$ cat config.mk
export PLATFORM = sky130hd
export DESIGN_NAME = pipe_hazard_ctrl
export DESIGN_NICKNAME = d
export VERILOG_FILES = /design/src/rtl/pipe_hazard_ctrl.sv
export SDC_FILE = /design/constraint.sdc
export NUM_CORES = 1
export LEC_CHECK = 0
export ABC_CLOCK_PERIOD_IN_PS = 2800
export CORE_ASPECT_RATIO = 1.4
export CORE_UTILIZATION = 60
export DETAILED_ROUTE_END_ITERATION = 6
export DONT_BUFFER_PORTS = 1
export GPL_TIMING_DRIVEN = 0
export PLACE_DENSITY = 0.72
export SYNTH_ARGS = -nofsm -noshare
export SYNTH_HDL_FRONTEND = slang
export SYNTH_SLANG_ARGS = --single-unit
$ cat constraint.sdc
create_clock -name clk -period 2.8 [get_ports clk]
set_clock_uncertainty 0.05 [all_clocks]
set_input_delay 0.14 -clock clk [delete_from_list [all_inputs] [get_ports clk]]
set_output_delay 0.14 -clock clk [all_outputs]
set_load 0.02 [all_outputs]
$ cat src/rtl/pipe_hazard_ctrl.sv
`default_nettype none
// ============================================================================
//  Module   : pipe_hazard_ctrl
//  Purpose  : Hazard and forwarding controller for a 5-stage MIPS pipeline.
//             Keeps a shadow scoreboard of the EXE/MEM/WB slots, decodes
//             operand forwarding selects from registered state, generates
//             load-use freeze/bubble, branch flush, multi-cycle data-memory
//             stall, and a saturating stall-cycle counter.
//  Options  : define FORWARDING_EN to build the forwarding network; without
//             it all selects are 0 and every RAW hazard against EXE/MEM
//             stalls the ID instruction instead.
//  Revision : 1.0  initial release
// ============================================================================
module pipe_hazard_ctrl #(
    parameter int REG_AW = 5,
    parameter int CNT_W  = 16
) (
    input  logic              clk,
    input  logic              rst,
    input  logic [REG_AW-1:0] id_src1,
    input  logic [REG_AW-1:0] id_src2,
    input  logic [REG_AW-1:0] id_dest,
    input  logic              id_two_src,
    input  logic              id_st,
    input  logic              id_wb_en,
    input  logic              id_mem_rd,
    input  logic              br_taken,
    input  logic              mem_ready,
    output logic              freeze,
    output logic              bubble,
    output logic              flush,
    output logic              stall_all,
    output logic [1:0]        val1_sel,
    output logic [1:0]        val2_sel,
    output logic [1:0]        st_sel,
    output logic [CNT_W-1:0]  stall_cnt
);

    typedef struct packed {
        logic              valid;
        logic [REG_AW-1:0] src1;
        logic [REG_AW-1:0] src2;
        logic              two_src;
        logic              st;
        logic [REG_AW-1:0] dest;
        logic              wb_en;
        logic              mem_rd;
        logic              mem_op;
    } tag_t;

    localparam logic [1:0] c_SEL_RF  = 2'd0;
    localparam logic [1:0] c_SEL_ALU = 2'd1;
    localparam logic [1:0] c_SEL_WB  = 2'd2;
    localparam logic [1:0] c_SEL_MRD = 2'd3;

    tag_t             r_exe_tag;
    tag_t             r_mem_tag;
    tag_t             r_wb_tag;
    tag_t             w_id_tag;
    logic [CNT_W-1:0] r_stall_cnt;
    logic             w_hazard;
    logic             w_unused;

    // A slot produces a register value for src when it writes a non-r0 dest equal to src
    function automatic logic dest_hit(input tag_t t, input logic [REG_AW-1:0] src);
        return t.valid && t.wb_en && (t.dest != '0) && (t.dest == src);
    endfunction

    // Pack the ID-stage decode into a scoreboard tag
    always_comb begin
        w_id_tag         = '0;
        w_id_tag.valid   = 1'b1;
        w_id_tag.src1    = id_src1;
        w_id_tag.src2    = id_src2;
        w_id_tag.two_src = id_two_src;
        w_id_tag.st      = id_st;
        w_id_tag.dest    = id_dest;
        w_id_tag.wb_en   = id_wb_en;
        w_id_tag.mem_rd  = id_mem_rd;
        w_id_tag.mem_op  = id_mem_rd | id_st;
    end

    assign stall_all = r_mem_tag.valid && r_mem_tag.mem_op && !mem_ready;
    assign flush     = br_taken;

`ifdef FORWARDING_EN
    // Only a load in EXE cannot be forwarded in time; everything else is bypassed
    assign w_hazard = r_exe_tag.valid && r_exe_tag.mem_rd && (r_exe_tag.dest != '0) &&
                      ((r_exe_tag.dest == id_src1) ||
                       (id_two_src && (r_exe_tag.dest == id_src2)));

    // MEM is younger than WB, so its result wins when both write the same register
    function automatic logic [1:0] fwd_sel(input tag_t mem_t, input tag_t wb_t,
                                           input logic [REG_AW-1:0] src);
        if (dest_hit(mem_t, src))
            return mem_t.mem_rd ? c_SEL_MRD : c_SEL_ALU;
        else if (dest_hit(wb_t, src))
            return c_SEL_WB;
        else
            return c_SEL_RF;
    endfunction

    // Operand selects decoded purely from registered tags
    always_comb begin
        val1_sel = c_SEL_RF;
        val2_sel = c_SEL_RF;
        st_sel   = c_SEL_RF;
        if (r_exe_tag.valid) begin
            val1_sel = fwd_sel(r_mem_tag, r_wb_tag, r_exe_tag.src1);
            if (r_exe_tag.two_src)
                val2_sel = fwd_sel(r_mem_tag, r_wb_tag, r_exe_tag.src2);
            if (r_exe_tag.st)
                st_sel = fwd_sel(r_mem_tag, r_wb_tag, r_exe_tag.src2);
        end
    end
`else
    // No bypass: wait until the producer has left MEM (register file writes before it reads)
    assign w_hazard = dest_hit(r_exe_tag, id_src1) || dest_hit(r_mem_tag, id_src1) ||
                      ((id_two_src || id_st) &&
                       (dest_hit(r_exe_tag, id_src2) || dest_hit(r_mem_tag, id_src2)));

    assign val1_sel = c_SEL_RF;
    assign val2_sel = c_SEL_RF;
    assign st_sel   = c_SEL_RF;
`endif

    // Branch flush and memory wait both take precedence over a data-hazard stall
    assign freeze = w_hazard && !br_taken && !stall_all;
    assign bubble = freeze;

    // Scoreboard shift: frozen during memory wait, bubble/flush inject an invalid tag
    always_ff @(posedge clk) begin
        if (!rst) begin
            r_exe_tag <= '0;
            r_mem_tag <= '0;
            r_wb_tag  <= '0;
        end else if (!stall_all) begin
            r_wb_tag  <= r_mem_tag;
            r_mem_tag <= r_exe_tag;
            r_exe_tag <= (bubble || flush) ? '0 : w_id_tag;
        end
    end

    // Saturating count of cycles lost to freeze or memory wait
    always_ff @(posedge clk) begin
        if (!rst)
            r_stall_cnt <= '0;
        else if ((freeze || stall_all) && (r_stall_cnt != '1))
            r_stall_cnt <= r_stall_cnt + 1'b1;
    end

    assign stall_cnt = r_stall_cnt;

    // Some tag fields are only consumed in one build option
    assign w_unused = ^{r_exe_tag, r_mem_tag, r_wb_tag};

endmodule
`default_nettype wire
==> results of run 1 <==
layout make-up:
cell class / count / share of cell area
well taps: 39 / 0.0212
repair buffers: 7 / 0.0304
plain buffers: 26 / 0.0678
clock buffers: 6 / 0.0358
multi-input cells: 208 / 0.555
flip-flops and latches: 32 / 0.278
inverters: 5 / 0.00814
clock inverters: 2 / 0.00434
registers in the layout, indices dropped and copies added (netlist names):
| register | count |
|---|---|
| r_exe_tag | 8 |
| r_mem_tag | 8 |
| stall_cnt | 16 |
cells in the final DEF, fill, tap and decap left out, drive strengths merged, types with 2 or more instances in the layout:
cell	netlist	routed
and4b	2	2
o211a	2	2
o211ai	3	3
o32ai	2	2
nand2	41	41
nand4	4	4
a41oi	2	2
xnor2	18	18
dlygate4sd3	0	7
buf	14	14
nor4	11	11
dfxtp	32	32
conb	1	6
a31oi	5	5
a211o	12	12
clkinv	0	2
o32a	2	2
or3	2	2
a21oi	22	22
clkbuf	12	18
inv	5	5
mux2i	2	2
xor2	2	2
or4	3	3
nor2	12	12
o21ai	2	2
a22o	8	8
and3	3	3
or2	2	2
nand3	31	31
critical path, delay by kind of cell (launching register included):
| kind | cells | cell delay (ns) |
|---|---|---|
| flops | 1 | 0.49 |
| xor+xnor | 1 | 0.16 |
| compound gates | 2 | 0.68 |
| buf+inv | 1 | 0.22 |
| simple gates | 2 | 0.56 |
routing by layer:
metal  share of wire  global-route usage  vias up
met3           0.074              0.0743       24
li1                -                   -     1010
met2            0.52               0.612      113
met1            0.36               0.327      994
met5               0                   0        -
met4           0.042               0.180        0
where the power goes:
| group | switching [uW] | internal, uW |
|---|---|---|
| logic | 75.2 | 71.1 |
| clock network | 172 | 196 |
| registers | 76.4 | 488 |
| total | 324 | 755 |
worst max-delay path by stage:
stage / endpoint / cells after the start
CTS: freeze / 7
global route: stall_cnt[15]$_SDFFE_PN0P_ / 9
detailed placement: stall_cnt[15]$_SDFFE_PN0P_ / 9
floorplan: stall_cnt[13]$_SDFFE_PN0P_ / 9
finish: freeze / 6
global placement: stall_cnt[15]$_SDFFE_PN0P_ / 9
through the flow:
step                      area (sq um)  worst slack, ns
after CTS                         2300            0.163
after detailed placement          2140            0.253
final                             2310            0.211
after global routing              2310           0.0882
after global placement            2140            0.253
after floorplan                   2090            0.640
kinds of logic after synthesis:
group / Yosys count / synth area share
adder cells (fa/ha/maj): 1 / 0.00603
other: 1 / 0.00181
AO/OA/AOI/OAI: 64 / 0.223
flip-flops: 32 / 0.309
AND/OR/NAND/NOR: 115 / 0.282
buffers and inverters: 31 / 0.0838
multiplexers: 2 / 0.00965
XOR/XNOR: 20 / 0.0844
repair_timing:
action / CTS / global route
resized for setup: 0 / 2
hold buffers: 7 / 0
endpoints found under the hold margin: 7 / 0
setup endpoints to repair: 0 / 1
==> impl_metrics.py, run 1 <==
metrics = {
    "run_status": {
        "status": "finished, final reports clean",
    },
    "min_path": {
        "hold_path_class": "in2reg",
        "whs_endpoint": "r_exe_tag[0]$_SDFFE_PN0N_",
        "hp-start": "id_mem_rd",
        "worstHoldPathCells": 2,
    },
    "floorplan": {
        "die-area_sq_um": 3700,
        "fp.dieH_microns": 71.6,
        "fp-row-count": 24,
        "coreArea_sq_um": 3210,
        "fp.dieW_microns": 51.7,
        "initial_core_util": 0.646,
        "io_pins": 49,
    },
    "finish": {
        "layout-drive-gt1-share": 0.101,
        "seqCellArea_sq_um": 641,
        "n_antenna_cell": 0,
        "finalNetCount": 309,
        "finalCoreUtilization": 0.718,
        "num-fill-cells": 286,
        "fin_cells": 325,
        "area_growth_pct": 11.2,
        "multi_input_area_sq_um": 1280,
    },
    "route": {
        "wire_per_inst_microns": 17.9,
        "drtIter0Drc": 117,
        "firstDrtPassIters": 5,
        "final_antenna_net_count": 0,
        "drt-total-wl_microns": 5810,
        "vias_per_cell": 6.59,
        "vias": 2141,
        "drc": 0,
    },
    "critical_path": {
        "timing.rr.start": "stall_cnt[3]$_SDFFE_PN0P_",
        "worstSetupPathType": "reg2out",
        "path_cells": "xnor2_1 > nand4_1 > o32ai_1 > a22oi_1 > nor2_1 > buf_4",
        "end_kind": "primary output",
        "crit_arrival_ns": 2.40,
        "r2r_end": "stall_cnt[15]$_SDFFE_PN0P_",
        "critPathSlowestCell": "dfxtp_1",
        "r2r_setup_slack_ns": 0.23,
        "critPathMaxFanout": 5,
        "crit_required_ns": 2.61,
        "setup.worst_path.start": "r_exe_tag[6]$_SDFFE_PN0N_",
        "r2r_cells": 9,
        "cp-start-kind": "flop",
        "cp_slowest_stage_delay_ns": 0.49,
    },
    "timing": {
        "worst_slew_margin_rel": 0.578,
        "setup-tns-final_ns": 0,
        "setup_viol": 0,
        "worst_slew_pin_slew_ns": 0.628,
        "drv_slew": 0,
        "rsz0062_at_grt": "false",
        "fin_crit_sh": 0.924,
        "whs_ns": 0.0295,
        "fmax_mhz": 386,
        "final_hold_viol_count": 0,
        "min_period_ns": 2.59,
    },
    "synth": {
        "synth_common_cells": "nand2_1, dfxtp_1, nand3_1",
        "synthCells": 266,
        "synth_seq_cells": 32,
        "synth_top_flop_cell": "dfxtp_1",
        "synth_top_area_share": 0.309,
        "synthArstFlopShare": 0,
        "synth_cell_types": 45,
        "syn_area_per_cell_sq_um": 7.80,
        "yosys.area.top_type": "dfxtp_1",
        "ys_warn_count": 0,
        "synth_edf_count": 0,
        "synth.yosys.seq_area_share": 0.309,
        "synth.area.top_cells": "dfxtp_1, xnor2_1, nand2_1",
        "yosysMostFrequentCell": "nand2_1",
        "synth.cell_area_sq_um": 2070,
    },
    "clock_tree": {
        "cts_root_buf": "clkbuf_8",
        "ctsHtreeMaxLevel": 2,
        "clock_latency_ns": 0.28,
        "cts_setup_buffers": 0,
        "numCtsBuffers": 5,
        "cts_tree": "built",
        "cts.clk_slew.worst_paths_ns": 0.07,
        "clockBufferDepth": 2,
        "clock-sinks": 32,
    },
    "global_route": {
        "grt_max_degree": 11,
        "grt_pass1_vias": 2023,
        "grt_overflow": 0,
        "antenna_found_initial": 0,
        "grt_pass1_wl_microns": 9130,
        "grtUsageTotal": 0.330,
    },
    "placement": {
        "place_inst": 310,
        "gp_congestion": 0.851,
        "portBuffers": 0,
        "hpwl_microns": 4040,
    },
    "run": {
        "maxCapViolCount": 0,
    },
    "power_and_ir_drop": {
        "p_per_area_nw_per_um2": 468,
        "vdd_drop_max_v": 0.000353,
        "total_power_uw": 1080,
        "leakage_uw": 0.000892,
    },
}
(Power assumes the default switching activity.)
==> inputs of run 2 (changes only) <==
CORE_ASPECT_RATIO = not set   (was 1.4)
CORE_MARGIN = 3   (was not set)
MAX_ROUTING_LAYER = met4   (was not set)
==> run 2 against run 1 <==
Against the previous run: design area shrank 0.22%; clock-buffer cell count is the same; wire length shrank 4.4%; hold slack gained 0.038 ns; first-iteration DRC count grew to 2.5 times the previous value; via count shrank 2.0%; combinational power is essentially flat; sequential share of layout area grew 0.060 points; setup slack lost 0.051 ns; global-route usage shrank 3.8 points; critical path type unchanged; highest routed layer unchanged.
==> impl_metrics.py, run 2 (same netlist as run 1, synthesis figures left out) <==
metrics = {
    "clock_tree": {
        "clock-sinks": 32,
        "cts_root_buf": "clkbuf_4",
        "clock_latency_ns": 0.34,
        "ctsHtreeMaxLevel": 2,
        "clockBufferDepth": 2,
        "numCtsBuffers": 5,
        "cts.clk_slew.worst_paths_ns": 0.11,
        "cts_tree": "built",
    },
    "power_and_ir_drop": {
        "p_per_area_nw_per_um2": 434,
        "leakage_uw": 0.000886,
        "vdd_drop_max_v": 0.000271,
    },
    "critical_path": {
        "r2r_end": "stall_cnt[13]$_SDFFE_PN0P_",
        "worstSetupPathType": "reg2out",
        "cp_slowest_stage_delay_ns": 0.48,
        "cp-start-kind": "flop",
        "critPathMaxFanout": 5,
        "crit_required_ns": 2.61,
        "worstPathBufferInverterCount": 1,
        "timing.rr.start": "stall_cnt[3]$_SDFFE_PN0P_",
        "end_kind": "primary output",
        "path_cells": "xnor2_1 > nand4_1 > o32ai_1 > a22oi_1 > nor2_1 > buf_4",
        "cpLargestDelayFamily": "compound AO/OA/AOI/OAI gates",
        "critPathSlowestCell": "dfxtp_1",
        "crit_arrival_ns": 2.45,
        "r2r_setup_slack_ns": 0.24,
        "r2r_cells": 9,
    },
    "global_route": {
        "grt_max_degree": 11,
        "antenna_found_initial": 0,
        "grtUsageTotal": 0.293,
        "grt_overflow": 0,
        "grt_pass1_vias": 1949,
        "grt_pass1_wl_microns": 9360,
    },
    "timing": {
        "worst_slew_pin_slew_ns": 0.729,
        "setup-tns-final_ns": 0,
        "setup_ws_ns": 0.160,
        "min_period_ns": 2.64,
        "final_hold_viol_count": 0,
        "rsz0062_at_grt": "false",
        "fin_crit_sh": 0.943,
        "setup_viol": 0,
        "worst_slew_margin_rel": 0.510,
        "drv_slew": 0,
        "fmax_mhz": 379,
    },
    "finish": {
        "layout_commonest_cell": "nand2_1",
        "finalNetCount": 311,
        "largest_reg_flops": 16,
        "area_growth_pct": 10.9,
        "layout-drive-gt1-share": 0.101,
        "n_antenna_cell": 0,
        "fin_cells": 332,
        "final_cell_mix": "nand2_1, dfxtp_1, nand3_1",
    },
    "floorplan": {
        "fp.dieW_microns": 64.8,
        "die-area_sq_um": 4200,
        "fp-row-count": 20,
        "coreArea_sq_um": 3180,
        "fp.dieH_microns": 64.8,
        "io_pins": 49,
        "initial_core_util": 0.653,
    },
    "route": {
        "wire_per_inst_microns": 16.7,
        "vias": 2099,
        "drt-total-wl_microns": 5550,
        "final_antenna_net_count": 0,
        "vias_per_cell": 6.32,
        "drc": 0,
        "firstDrtPassIters": 6,
        "drtIter0Drc": 297,
    },
    "run_status": {
        "status": "finished, final reports clean",
    },
    "run": {
        "maxCapViolCount": 0,
    },
    "placement": {
        "place_inst": 315,
        "portBuffers": 0,
        "hpwl_microns": 3860,
        "dp_slack_ns": 0.328,
        "gp_congestion": 0.968,
    },
    "min_path": {
        "worstHoldPathCells": 2,
        "hold_path_class": "in2reg",
        "whs_endpoint": "r_exe_tag[0]$_SDFFE_PN0N_",
        "hp-start": "br_taken",
    },
}
==> run 2: changes by cell type in the layout (fill, tap and decap cells not counted), sizes merged <==
cell | previous run | this run
dlygate4sd3 | 7 | 9
==> run 2: area by class of cell <==
type | instances | area (sq um)
fill | 295 | 877
sequential | 32 | 641
clock buffer | 6 | 51.3
buffer | 26 | 156
inverter | 5 | 18.8
multi-input combinational | 208 | 1280
clock inverter | 2 | 10.0
timing repair buffer | 9 | 90.1
tap | 44 | 55.1
==> run 2: through the flow <==
step,utilization,hold WS [ns],total power (uW),area [sq um]
floorplan,-,0.223,677,2090
global placement,0.676,0.224,706,2150
detailed placement,0.676,0.227,708,2150
CTS,0.724,0.0590,1000,2300
global route,0.724,0.0620,1040,2300
finish,0.724,0.0675,999,2300
==> run 2: worst max-delay path by stage <==
stage / start / to / cells past startpoint / slack (ns)
after global routing: r_exe_tag[3]$_SDFFE_PN0N_ / freeze / 6 / 0.03
after detailed placement: stall_cnt[3]$_SDFFE_PN0P_ / stall_cnt[4]$_SDFFE_PN0P_ / 9 / 0.33
after CTS: r_mem_tag[20]$_SDFFE_PN0N_ / freeze / 7 / 0.09
after global placement: stall_cnt[3]$_SDFFE_PN0P_ / stall_cnt[7]$_SDFFE_PN0P_ / 9 / 0.34
final: r_exe_tag[3]$_SDFFE_PN0N_ / freeze / 6 / 0.16
after floorplan: stall_cnt[3]$_SDFFE_PN0P_ / stall_cnt[13]$_SDFFE_PN0P_ / 9 / 0.64
==> run 2: power breakdown <==
| group | leakage (uW) | internal (uW) | switching [uW] |
|---|---|---|---|
| Sequential | 0.000261 | 488 | 74.7 |
| Clock | 0.0000380 | 119 | 168 |
| Combinational | 0.000586 | 73.0 | 75.9 |
==> run 2: repair_timing <==
action | CTS | global route
buffers inserted | 0 | 0
setup endpoints to repair | 0 | 1
hold endpoints to repair | 8 | 0
gates resized for setup | 0 | 2
hold buffers | 9 | 0
==> run 2: worst register-to-register path, cell delays in order, from the launching register on <==
cell      delay [ns]
dfxtp_1         0.45
buf_2           0.24
nand4_2         0.17
nor2_4          0.25
nand3_2         0.13
or3_1           0.39
clkbuf_1        0.20
clkbuf_1        0.31
nand3_1         0.18
nand3_1         0.07
==> run 2: routing by layer <==
metal,GRT usage,vias to the layer above,share of wire
met3,0.0659,6,0.091
met2,0.414,95,0.43
met5,-,-,0
met4,0.0844,0,0.0094
met1,0.416,993,0.47
li1,-,1005,-
